[src/rtl/snake_pkg.sv]
// Shared direction types and helpers for the snake input path.
// Consumed by input_conditioner and button_debouncer.
package snake_pkg;

  typedef enum logic [1:0] {
    DIR_UP    = 2'd0,
    DIR_DOWN  = 2'd1,
    DIR_LEFT  = 2'd2,
    DIR_RIGHT = 2'd3
  } dir_t;

  localparam dir_t RESET_HEADING = DIR_RIGHT;

  function automatic dir_t opposite(dir_t d);
    return dir_t'(d ^ 2'b01);
  endfunction

endpackage

[src/rtl/input_conditioner_button_debouncer.sv]
// Single-button two-flop synchronizer followed by a hold-time debouncer.
// The stable level only changes after DEBOUNCE_CYCLES consecutive mismatches.
import snake_pkg::*;

module button_debouncer #(
  parameter int DEBOUNCE_CYCLES = 250000,
  parameter int CNT_W = $clog2(DEBOUNCE_CYCLES)
) (
  input  logic clk,
  input  logic rst,
  input  logic btn_i,
  output logic level_o
);

  logic [1:0]       sync_q;
  logic             stable_q, stable_d;
  logic [CNT_W-1:0] cnt_q, cnt_d;

  localparam logic [CNT_W-1:0] TERM = CNT_W'(DEBOUNCE_CYCLES - 1);

  always_comb begin
    stable_d = stable_q;
    cnt_d    = cnt_q;
    if (sync_q[1] == stable_q) begin
      cnt_d = '0;
    end else if (cnt_q == TERM) begin
      stable_d = sync_q[1];
      cnt_d    = '0;
    end else begin
      cnt_d = cnt_q + CNT_W'(1);
    end
  end

  always_ff @(posedge clk or posedge rst) begin
    if (rst) begin
      sync_q   <= '0;
      stable_q <= 1'b0;
      cnt_q    <= '0;
    end else begin
      sync_q   <= {sync_q[0], btn_i};
      stable_q <= stable_d;
      cnt_q    <= cnt_d;
    end
  end

  assign level_o = stable_q;

endmodule

[src/rtl/input_conditioner.sv]
// Button conditioning plus a 2-entry direction queue for the snake core.
// Define INPUT_REVERSAL_FILTER_EN to also drop presses opposite the reference.
import snake_pkg::*;

module input_conditioner #(
  parameter int DEBOUNCE_CYCLES = 250000,
  parameter int CNT_W = $clog2(DEBOUNCE_CYCLES)
) (
  input  logic       clk,
  input  logic       rst,
  input  logic [3:0] i_btn,
  input  logic       i_consume,
  output logic [3:0] o_btn_level,
  output logic [3:0] o_press,
  output logic       o_dir_valid,
  output logic [1:0] o_dir,
  output logic       o_overflow
);

  logic [3:0] level;
  logic [3:0] prev_q;
  logic [3:0] press_q;
  logic       ovf_q, ovf_d;
  dir_t       mem_q [2];
  logic       head_q;
  logic [1:0] cnt_q, cnt_d;
  dir_t       heading_q;

  for (genvar g = 0; g < 4; g++) begin : g_btn
    button_debouncer #(
      .DEBOUNCE_CYCLES(DEBOUNCE_CYCLES),
      .CNT_W          (CNT_W)
    ) u_deb (
      .clk    (clk),
      .rst    (rst),
      .btn_i  (i_btn[g]),
      .level_o(level[g])
    );
  end

  dir_t sel;
  dir_t ref_dir;
  logic sel_vld;
  logic drop;
  logic push, pop, full, accept;
  logic wr_idx;

  always_comb begin
    sel = DIR_RIGHT;
    priority case (1'b1)
      press_q[0]: sel = DIR_UP;
      press_q[1]: sel = DIR_DOWN;
      press_q[2]: sel = DIR_LEFT;
      default:    sel = DIR_RIGHT;
    endcase
  end

  // Tail sits one slot past head only when both entries are live.
  assign ref_dir = (cnt_q != 2'd0) ? mem_q[head_q ^ cnt_q[1]] : heading_q;
  assign sel_vld = |press_q;

`ifdef INPUT_REVERSAL_FILTER_EN
  assign drop = (sel == ref_dir) || (sel == opposite(ref_dir));
`else
  assign drop = (sel == ref_dir);
`endif

  assign push   = sel_vld && !drop;
  assign pop    = i_consume && (cnt_q != 2'd0);
  assign full   = (cnt_q == 2'd2);
  assign accept = push && (!full || pop);
  assign ovf_d  = push && full && !pop;
  assign wr_idx = head_q ^ cnt_q[0];
  assign cnt_d  = cnt_q + {1'b0, accept} - {1'b0, pop};

  always_ff @(posedge clk or posedge rst) begin
    if (rst) begin
      prev_q    <= '0;
      press_q   <= '0;
      ovf_q     <= 1'b0;
      mem_q[0]  <= RESET_HEADING;
      mem_q[1]  <= RESET_HEADING;
      head_q    <= 1'b0;
      cnt_q     <= 2'd0;
      heading_q <= RESET_HEADING;
    end else begin
      prev_q  <= level;
      press_q <= level & ~prev_q;
      ovf_q   <= ovf_d;
      cnt_q   <= cnt_d;
      if (accept) mem_q[wr_idx] <= sel;
      if (pop) begin
        heading_q <= mem_q[head_q];
        head_q    <= ~head_q;
      end
    end
  end

  assign o_btn_level = level;
  assign o_press     = press_q;
  assign o_overflow  = ovf_q;
  assign o_dir_valid = (cnt_q != 2'd0);
  assign o_dir       = (cnt_q != 2'd0) ? mem_q[head_q] : heading_q;

endmodule

[config.mk]
export PLATFORM = sky130hd
export DESIGN_NAME = input_conditioner
export DESIGN_NICKNAME = d
export VERILOG_FILES = /design/src/rtl/snake_pkg.sv /design/src/rtl/input_conditioner_button_debouncer.sv /design/src/rtl/input_conditioner.sv
export SDC_FILE = /design/constraint.sdc
export NUM_CORES = 1
export LEC_CHECK = 0
export ABC_CLOCK_PERIOD_IN_PS = 4600
export CAP_MARGIN = 20
export CORE_MARGIN = 3
export CORE_UTILIZATION = 50
export DETAILED_ROUTE_END_ITERATION = 6
export GPL_ROUTABILITY_DRIVEN = 0
export PLACE_DENSITY = 0.71
export REMOVE_ABC_BUFFERS = 1
export SLEW_MARGIN = 10
export SYNTH_ARGS = -nofsm -noshare
export SYNTH_HDL_FRONTEND = slang
export SYNTH_SLANG_ARGS = --single-unit
[constraint.sdc]
create_clock -name clk -period 4.6 [get_ports clk]
set_input_delay 0.92 -clock clk [delete_from_list [all_inputs] [get_ports clk]]
set_output_delay 0.92 -clock clk [all_outputs]
set_load 0.05 [all_outputs]
==> flow_summary.toml <==
[sta]
hold_viol = 0
setup_ws_ps = 1480
skew_ps = 8.86
setup_viol = 0
rsz0062_at_grt = "no"
slew_headroom_pct = 36.6
fin_hold_ws_ps = 367
fmax_mhz = 321
setup_tns_ps = 0
drv_slew = 0
tightest_slew_ps = 952
period_share_pct = 67.8
min_period_ps = 3120

[global_route]
track_usage_pct = 16.5
grt-ovfl-total = 0
first_global_vias = 2966
grt_max_degree = 81
grt_pass1_wl_mm = 13.9
antenna_found_initial = 0

[critical_path]
crit_required_ps = 3680
r2r_slack_ps = 1800
path_max_fanout = 10
crit_chain = "or2_2, a21oi_1, clkdlybuf4s50_1"
worstSetupStartpointType = "flop"
cp-end-kind = "output port"
cp_slowest_stage_delay_ps = 810
critPathKind = "reg -> out"
crit_arrival_ps = 2200
cpMaxStageDelayCell = "clkdlybuf4s50_1"

[clocking]
htree_levels = 3
cts_buffers = 9
cts.path.max_buffers = 2
ctsHoldBuffers = 0
clkLatencyLatePin_ps = 370
clkSinkCount = 102
postCtsSetupBuffers = 0
cts-root-buf = "clkbuf_8"
cts-resized-gates = 0
cts_tree = "yes"
clk_pin_slew_worst_paths_ps = 110

[yosys]
ys_types = 41
syn_inst = 458
synth.area.top_cells = "dfrtp_1 (51%), xnor2_1 (9.1%), nor2_1 (7.7%)"
yosys_warnings = 0
synthTopCellsByCount = "nor2_1 (97), dfrtp_1 (96), xnor2_1 (49), nand2_1 (24), nand3_1 (24)"
synth_flop_cell = "dfrtp_1"
ys_ff_latch = 102
netlist_area_mm2 = 0.00474
synth-edff-count = 0
synth_top_area_share_pct = 50.7
syn_area_per_cell_um2 = 10.3
async_reset_ff_share_pct = 100
ys_seq_area_share_pct = 54.0
yosys.area.top_type = "dfrtp_1"
synth.most_common_cell = "nor2_1"

[route]
route.detailed.drc = 0
drt_iter0_drc = 100
routed_wl_mm = 7.93
viasPerCell = 5.15
num_vias = 3090
wl_per_cell_um = 13.2
final_antenna_net_count = 0
first_pass_iters = 4

[floorplan]
start_util_pct = 52.8
row_count = 34
die_w_um = 103
die_area_mm2 = 0.0107
io_pins = 19
die_height_um = 103
core-area_mm2 = 0.00898

[power_and_ir_drop]
leakage_nw = 2.19
powerDensity_mw_per_mm2 = 291
power_mw = 1.51
vdd_drop_max_mv = 0.230

[layout]
fin_area_mm2 = 0.00518
antenna_cells = 0
layout-drive-gt1-share_pct = 7.81
register_area_mm2 = 0.00256
fillers = 786
nets = 482
multiInputGateArea_mm2 = 0.00203
area_growth_pct = 9.30

[status]
status = "finished, final reports clean"

[worst_hold_path]
hp-class = "reg -> reg"

[placed_design]
place_hpwl_mm = 5.42
placed_cell_area_mm2 = 0.00498
dpl_worst_slack_ps = 1790
portBuffers = 18

[job]
drv_cap = 0
## final timing paths
| kind | end | cells after the start | start |
|---|---|---|---|
| worst min-delay path | g_btn[3].u_deb.sync_q[1]$_DFF_PP0_ | 0 | g_btn[3].u_deb.sync_q[0]$_DFF_PP0_ |
| worst max register to register | cnt_q[1]$_DFF_PP0_ | 10 | head_q$_DFFE_PP0N_ |
| worst min register to register | g_btn[3].u_deb.sync_q[1]$_DFF_PP0_ | 0 | g_btn[3].u_deb.sync_q[0]$_DFF_PP0_ |
| worst max-delay path | o_dir[0] | 3 | cnt_q[0]$_DFF_PP0_ |
| min in group asynchronous | g_btn[2].u_deb.sync_q[0]$_DFF_PP0_ | 2 | rst |
| max in group asynchronous | g_btn[3].u_deb.cnt_q[17]$_DFF_PP0_ | 3 | rst |
## worst max-delay path, delay by kind of cell (launching register included)
family | cells | cell delay (ps)
compound gates | 1 | 150
flops | 1 | 500
buf+inv | 1 | 810
simple gates | 1 | 370
## kinds of logic after synthesis
group / count (synthesis) / synth area share [%]
adders and majority gates: 6 / 1.58
xor gates and xnor gates: 72 / 13.3
and+or+nand+nor: 220 / 22.6
muxes: 12 / 2.77
buffers and inverters: 32 / 3.17
DFF: 102 / 54.0
AOI/OAI and AO/OA: 14 / 2.54
## cell type report
cell class,instances,share of cell area [%]
Inverter,13,0.991
Clock buffer,9,2.39
Sequential cell,102,49.4
Timing Repair Buffer,19,3.62
Tap cell,126,3.04
Multi-Input combinational cell,324,39.1
Clock inverter,7,1.35
## placed cells by master, fill, tap and decap left out, types with 2 or more instances in the layout
cell and instances:
clkdlybuf4s50_1 18, xnor2_1 49, nor2b_1 6, mux2_1 3, nand3_1 24, dfstp_2 6, nor2_1 97, clkinvlp_4 3
and4_1 8, o21ai_0 2, xor2_1 23, nor3_1 13, nand4_1 11, nor4b_1 4, nor4_1 6, and3_1 15
dfrtp_1 96, nand2_1 24, ha_1 6, or2_2 4, inv_1 12, inv_8 2, clkbuf_8 9, mux2_2 6
a21oi_1 3, nand3b_1 3, mux2i_1 3
## sequential cells by signal, indices dropped and copies added (netlist names)
signal / count
o_overflow: 1
head_q: 1
cnt_q: 2
g_btn.u_deb.sync_q: 8
heading_q: 2
prev_q: 4
o_press: 4
g_btn.u_deb.level_o: 4
mem_q: 4
g_btn.u_deb.cnt_q: 72
## stage by stage
| stage | utilization, % | instances |
|---|---|---|
| 2_1_floorplan | - | 439 |
| 3_3_place_gp | 55.5 | 584 |
| 3_5_place_dp | 55.5 | 584 |
| 4_1_cts | 57.7 | 600 |
| 5_1_grt | 57.7 | 600 |
| 6_report | 57.7 | 600 |
## where the power goes
group | internal, mW | switching [mW] | total [mW] | leakage [nW]
registers | 0.908 | 0.00862 | 0.917 | 1.37
logic | 0.0146 | 0.0333 | 0.0479 | 0.726
clock network | 0.209 | 0.331 | 0.540 | 0.0883
## per-layer routing
layer | global-route usage, % | routed length (um) | vias to the layer above
li1 | - | - | 1544
met1 | 22.4 | 3810 | 1489
met2 | 25.6 | 3740 | 43
met3 | 4.29 | 250 | 14
met4 | 5.98 | 128 | 0
met5 | 0 | 0 | -
Note: power is estimated with default switching activity, not from simulation.
